===== src/rtl/addr_decoder_seq.sv =====
// Address decoder with a one-hot registered select output. Either decodes a direct
// address request or sweeps every word in ascending order. The sweep can be paused.
module addr_decoder_seq #(
  parameter int unsigned ADDR_W = 2,
  localparam int unsigned WORDS = 2 ** ADDR_W
) (
  input  logic              clk_i,
  input  logic              rst_i,
  input  logic [ADDR_W-1:0] addr_i,
  input  logic              en_i,
  input  logic              scan_start_i,
  input  logic              scan_hold_i,
  output logic [WORDS-1:0]  sel_o,
  output logic              sel_valid_o,
  output logic [ADDR_W-1:0] scan_addr_o,
  output logic              busy_o,
  output logic              scan_done_o
);

  localparam logic [1:0] StIdle = 2'd0;
  localparam logic [1:0] StScan = 2'd1;
  localparam logic [1:0] StDone = 2'd2;

  // The sweep counter is one bit wider than an address so that "every word presented"
  // can be seen directly, without the counter wrapping.
  localparam logic [ADDR_W:0] CntEnd = {1'b1, {ADDR_W{1'b0}}};
  localparam logic [ADDR_W:0] CntOne = {{ADDR_W{1'b0}}, 1'b1};

  logic [1:0]        r_state, w_state_d;
  logic [ADDR_W:0]   r_cnt, w_cnt_d;      // next word the sweep will present
  logic [ADDR_W-1:0] r_addr, w_addr_d;    // word presented, held across paused cycles
  logic [WORDS-1:0]  r_sel, w_sel_d;
  logic              r_valid, w_valid_d;
  logic              r_done, w_done_d;
  logic [ADDR_W-1:0] w_dec_idx;
  logic [WORDS-1:0]  w_dec;

  // Pick the index to decode: the sweep counter, word 0 on sweep start, or the direct address.
  always_comb begin
    if (r_state == StScan) begin
      w_dec_idx = r_cnt[ADDR_W-1:0];
    end else if (scan_start_i) begin
      w_dec_idx = '0;
    end else begin
      w_dec_idx = addr_i;
    end
  end

  // Binary-to-one-hot decode.
  always_comb begin
    w_dec            = '0;
    w_dec[w_dec_idx] = 1'b1;
  end

  // Next-state and next-output logic; select outputs default to idle/zero each cycle.
  always_comb begin
    w_state_d = r_state;
    w_cnt_d   = r_cnt;
    w_addr_d  = r_addr;
    w_sel_d   = '0;
    w_valid_d = 1'b0;
    w_done_d  = 1'b0;
    case (r_state)
      StIdle: begin
        w_cnt_d  = '0;
        w_addr_d = '0;
        if (scan_start_i) begin
          // Sweep start wins over a simultaneous direct request; word 0 goes out at once.
          w_state_d = StScan;
          w_sel_d   = w_dec;
          w_valid_d = 1'b1;
          w_cnt_d   = CntOne;
        end else if (en_i) begin
          w_sel_d   = w_dec;
          w_valid_d = 1'b1;
        end
      end
      StScan: begin
        if (r_cnt == CntEnd) begin
          // Last word has been presented; finish even if a pause is requested.
          w_state_d = StDone;
          w_done_d  = 1'b1;
          w_cnt_d   = '0;
          w_addr_d  = '0;
        end else if (!scan_hold_i) begin
          w_sel_d   = w_dec;
          w_valid_d = 1'b1;
          w_addr_d  = r_cnt[ADDR_W-1:0];
          w_cnt_d   = r_cnt + CntOne;
        end
      end
      StDone: begin
        w_state_d = StIdle;
        w_cnt_d   = '0;
        w_addr_d  = '0;
      end
      default: begin
        w_state_d = StIdle;
        w_cnt_d   = '0;
        w_addr_d  = '0;
      end
    endcase
  end

  // State and output registers with synchronous reset.
  always_ff @(posedge clk_i) begin
    if (rst_i) begin
      r_state <= StIdle;
      r_cnt   <= '0;
      r_addr  <= '0;
      r_sel   <= '0;
      r_valid <= 1'b0;
      r_done  <= 1'b0;
    end else begin
      r_state <= w_state_d;
      r_cnt   <= w_cnt_d;
      r_addr  <= w_addr_d;
      r_sel   <= w_sel_d;
      r_valid <= w_valid_d;
      r_done  <= w_done_d;
    end
  end

  assign sel_o       = r_sel;
  assign sel_valid_o = r_valid;
  assign scan_addr_o = r_addr;
  assign busy_o      = (r_state == StScan);
  assign scan_done_o = r_done;

endmodule


===== config.mk =====
export PLATFORM = sky130hd
export DESIGN_NAME = addr_decoder_seq
export DESIGN_NICKNAME = d
export VERILOG_FILES = /design/src/rtl/addr_decoder_seq.sv
export SDC_FILE = /design/constraint.sdc
export NUM_CORES = 1
export LEC_CHECK = 0
export CAP_MARGIN = 10
export CORE_MARGIN = 1.5
export CORE_UTILIZATION = 33
export CTS_BUF_LIST = sky130_fd_sc_hd__clkbuf_2
export CTS_CLUSTER_DIAMETER = 40
export DETAILED_ROUTE_END_ITERATION = 12
export PLACE_DENSITY = 0.71
export SETUP_SLACK_MARGIN = 0.05
export SLEW_MARGIN = 20
export SYNTH_ARGS = -nofsm -noshare
export SYNTH_HDL_FRONTEND = slang
export SYNTH_SLANG_ARGS = --single-unit

===== constraint.sdc =====
create_clock -name clk_i -period 2 [get_ports clk_i]
set_input_delay 0.5 -clock clk_i [delete_from_list [all_inputs] [get_ports clk_i]]
set_output_delay 0.5 -clock clk_i [all_outputs]
set_load 0.01 [all_outputs]

## Word-level counts from Yosys, hierarchy flattened

Index checks and enable logic that the tools add are counted.

- $add $sub $neg: 1
- Multiply operators: 0
- Div/mod/pow operators: 0
- Magnitude comparators: 2
- Equal/unequal tests: 5
- Shifts and indexed selects: 0
- Mux-type cells: 22
- Bitwise operators: 1
- Reductions and logical operators: 5

Operators by type and width:

| kind | number |
|---|---|
| 4-bit two-way mux | 4 |
| 2-bit two-way mux | 4 |
| 4-bit one-hot mux with 2 select lines | 1 |
| 1-bit two-way mux | 7 |
| 3-bit two-way mux | 2 |
| 3-bit one-hot mux with 2 select lines | 1 |
| 2-bit one-hot mux with 2 select lines | 1 |
| 3-bit by 1-bit adder with 3-bit output, second input constant | 1 |
| 3-bit == test, second input constant | 1 |
| 2-bit by 3-bit < comparator with 1-bit output, second input constant | 1 |
| 3-bit by 2-bit inequality test with 1-bit output, second input constant | 1 |
| 3-bit OR reduction | 1 |
| 1-bit demux with 2-bit select | 1 |
| 2-bit by 1-bit == test with 1-bit output, second input constant | 1 |
| 2-bit by 1-bit greater-or-equal comparator with 1-bit output, second input constant | 1 |
| 2-bit zero test | 1 |
| 2-bit by 1-bit inequality test with 1-bit output, second input constant | 1 |
| 2-bit inequality test, second input constant | 1 |
| 1-bit one-hot mux with 2 select lines | 1 |
| 2-bit AND reduction | 1 |
| 2-bit OR reduction | 1 |
| 1-bit logical AND | 1 |
| 1-bit NOT | 1 |

- Register bits: 13
- Bits in latches: 0
- Memory bits (writable): 0
- ROM bits: 0
- Bits of input ports: 7
- Output and inout bits: 9
- Logic and storage cells: 42
- Memories: 0

## Logic depth before layout (Yosys ltp)

Gate-level depths: netlist of the first run.

- Word-level depth: 9
- Gate-level depth with buffers: 5

## Least setup slack after synthesis of the first run

OpenSTA, ideal clock, no wires.

- Path type: reg-to-reg
- Start point: register r_cnt[0]
- End point: register r_cnt[0]
- Setup time: 0.067 ns
- Data arrival time: 1.278 ns
- Required time: 1.933 ns
- Slack: 0.655 ns
- Stages on the path, launching flop included: 6
- Path buffers: 0
- Path through: dfxtp_1 inv_1 ha_1 nand2_1 or3b_4 o21ai_2

- Word-level cells in the longest chain between the ends: 4
- Elaborated cells between the ends (all ways): 6
- Classes of those cells: add/sub (1); eq/ne (2); mux (3)

Ends and longest elaborated chain:

| element | line | source |
|---|---|---|
| start, declared | 30 | `logic [ADDR_W:0] r_cnt, w_cnt_d;` |
| start signal, assigned | 116 | `r_cnt <= w_cnt_d;` |
| 3-bit by 1-bit adder with 3-bit output | 89 | `w_cnt_d = r_cnt + CntOne;` |
| 3-bit two-way mux | 85 | `end else if (!scan_hold_i) begin` |
| 3-bit two-way mux | 79 | `if (r_cnt == CntEnd) begin` |
| 3-bit one-hot mux with 2 select lines | 63 | `case (r_state)` |

Several ways; a longest one is shown, not always the timed one. The select of a mux whose other input is x is not followed.
A chain may end at the register's enable or synchronous reset.

## Final worst setup path of the first run

- Start point: register r_state[1]
- End point: output port busy_o

- Word-level cells in the longest chain between the ends: 1

Ends and longest elaborated chain:

| element | line | source |
|---|---|---|
| start, declared | 29 | `logic [1:0] r_state, w_state_d;` |
| start signal, assigned | 108 | `r_state <= StIdle;` |
| start signal, assigned | 115 | `r_state <= w_state_d;` |
| 2-bit by 1-bit == test with 1-bit output | 127 | `assign busy_o = (r_state == StScan);` |
| end, declared | 16 | `output logic busy_o,` |

No other way between the ends.

==> results of run 1 <==
final cells by class:
cell class	instances	area (um^2)
repair buffers	17	165.2
inverters	4	15.01
clock buffers	4	20.02
fillers	156	790.8
flip-flops and latches	13	261.5
well taps	16	20.02
multi-input cells	38	269.0
worst register-to-register path, cell delays in order (launching register included):
cell and delay [ps]:
dfxtp_1 480, inv_1 80, ha_1 230, nand2_1 140
or3b_4 430, o21ai_2 130
Yosys cell counts:
library cell	count
a21boi_0	1
a21oi_1	1
a22oi_1	1
buf_2	1
buf_6	1
dfxtp_1	13
ha_1	2
inv_1	4
mux2_2	1
mux2_4	1
mux2i_1	5
nand2_1	2
nand2b_1	1
nand3_1	1
nor2_1	3
nor2b_1	3
nor3_1	10
nor4b_1	1
o21ai_0	1
o21ai_2	1
or2_2	1
or3b_4	1
xnor2_1	1
report_power, final:
group / internal [uW] / leakage, uW / switching [uW]
Sequential: 268 / 0.000107 / 7.00
Clock: 53.0 / 0.0000166 / 86.1
Combinational: 44.8 / 0.000184 / 33.5
final timing paths:
path | slack (ps) | from | end | cells past startpoint
worst max register to register | 470 | r_cnt[0] | r_cnt[0] | 5
worst min-delay path | 470 | r_state[1] | r_state[0] | 1
worst max-delay path | 140 | r_state[1] | busy_o | 3
worst min register to register | 470 | r_state[1] | r_state[0] | 1
flip-flops by register name (all words and copies together), names as in the netlist:
signal and cells:
sel_o 4, r_cnt 3, r_state 2, scan_addr_o 2
scan_done_o 1, sel_valid_o 1
per-layer routing:
layer / vias to the layer above / share of wire [%] / track usage [%]
li1: 234 / - / -
met1: 210 / 46 / 13.78
met2: 8 / 49 / 21.76
met3: 2 / 3.6 / 3.673
met4: 0 / 0.85 / 7.273
met5: - / 0 / 0
kinds of logic after synthesis:
family | after synthesis | share of synthesized area (%)
xor gates and xnor gates | 1 | 1.563
muxes | 7 | 13.62
DFF | 13 | 46.43
buffers and inverters | 6 | 5.579
AOI/OAI and AO/OA | 5 | 6.026
adders and majority gates | 2 | 4.464
and+or+nand+nor | 23 | 22.32
metrics by stage:
stage | utilization, % | worst slack (ps)
after floorplan | - | 655.2
after global placement | 47.32 | 116.7
after detailed placement | 47.32 | 104.0
after CTS | 48.62 | 107.2
after global routing | 48.70 | 57.39
final | 48.70 | 143.2
==> run_results.csv, run 1 <==
group,metric,value,unit
setup_path,slowest_delay,520,ps
yosys,synth_cell_types,23,
pwr,ir_drop,0.0002850,V
sta,drv_slew,0,
sta,max_freq,538.6,MHz
place,dp_cells,88,
setup_path,worst_ep_arrival_time,1360,ps
setup_path,crit_fanout,5,
clock_tree,root_buffer,"clkbuf_2",
die,ioPinCount,16,
detailed_routing,wire_per_inst,11.49,um
sta,finalClockSkew,6.164,ps
clock_tree,cts_resized,0,
yosys,synthTopCellsByArea,"dfxtp_1 (46%), mux2i_1 (8.9%), nor3_1 (8.9%)",
clock_tree,cts_buffers,3,
sta,period_share,92.84,%
detailed_routing,first_pass_iters,4,
pwr,power,492.9,uW
detailed_routing,ant_nets,0,
detailed_routing,wirelength,1057,um
worst_hold_path,hold_path.class,"reg -> reg",
run,maxCapViolCount,0,
die,coreArea,0.001541,mm^2
sta,rsz0062_at_grt,"no",
layout,fin_cells,92,
layout,layout_common_cells,"clkdlybuf4s50_1 (15), dfxtp_1 (12), nor3_1 (10)",
grt,grt_max_degree,9,
place,portBuffers,15,
place,place.gp.congestion,0.7505,
outcome,run_status,"finished clean",
layout,layout_commonest_cell,"clkdlybuf4s50_1",
sta,finalHoldViolCount,0,
grt,antenna_found_initial,0,
sta,timing.hold.ws,473.5,ps
place,dp_hpwl,814.2,um
yosys,yosys.area.top_type,"dfxtp_1",
pwr,p_leak,0.0003069,uW
setup_path,cp_top_family,"buffers and inverters",
sta,final.setup.tns,0,ps
layout,area_delta_synth_final,33.93,%
sta,post-route-min-period,1857,ps
yosys,avgSynthCellArea,9.834,um^2
detailed_routing,via_per_inst,4.935,
detailed_routing,num_vias,454,
clock_tree,clk_pin_slew,130,ps
clock_tree,cts_hold_buf,0,
yosys,ys_warn_count,0,
layout,finalInstanceArea,750.7,um^2
grt,grt_first_pass_wirelength,1807,um
die,die_x,44.22,um
yosys,syn_area,560.5,um^2
clock_tree,cts.sinks,13,
setup_path,crit_buf_inv,2,
die,rows,14,
setup_path,crit_path_cell_trace,"nand2b_1 -> inv_1 -> clkdlybuf4s50_1",
yosys,synthCells,57,
layout,nets,86,
setup_path,crit_slowest_cell,"clkdlybuf4s50_1",
detailed_routing,drt_iter0_markers,14,
yosys,postSynthRegisterBits,13,
sta,slew_headroom,75.05,%
grt,overflow,0,
clock_tree,clk_latency,270,ps
clock_tree,cts_tree,"done",
die,die_area,0.001955,mm^2
clock_tree,htree_levels,1,
setup_path,cp-end-kind,"output port",
setup_path,critPathRequiredTime,1500,ps
layout,layout-drive-gt1-share,15.79,%
die,initial_core_util,36.36,%
yosys,synth_fp_nets,66,
yosys,ys_seq_area_share,46.43,%
setup_path,critPathKind,"reg -> out",
place,postPlaceCellArea,729.5,um^2
clock_tree,clockBufferDepth,2,
grt,grtUsageTotal,12.67,%
clock_tree,cts_setup_buffers,0,
yosys,synth_top_area_share,46.43,%
die,die_y,44.22,um
sta,tightestPinTransition,374.3,ps
detailed_routing,drc,0,
setup_path,worstSetupStartpointType,"register",
pwr,power.density,656.6,mW/mm^2
grt,grt_pass1_vias,465,
sta,setup_viol,0,
layout,num_antenna_cells,0,
Note: power is estimated with default switching activity, not from simulation.
==> inputs of run 2 (changes only) <==
- SKIP_LAST_GASP: default -> 1
- SLEW_MARGIN: 20 -> default
==> results of run 2 <==
Final layout, timing and power as in run 1 (identical DEF).
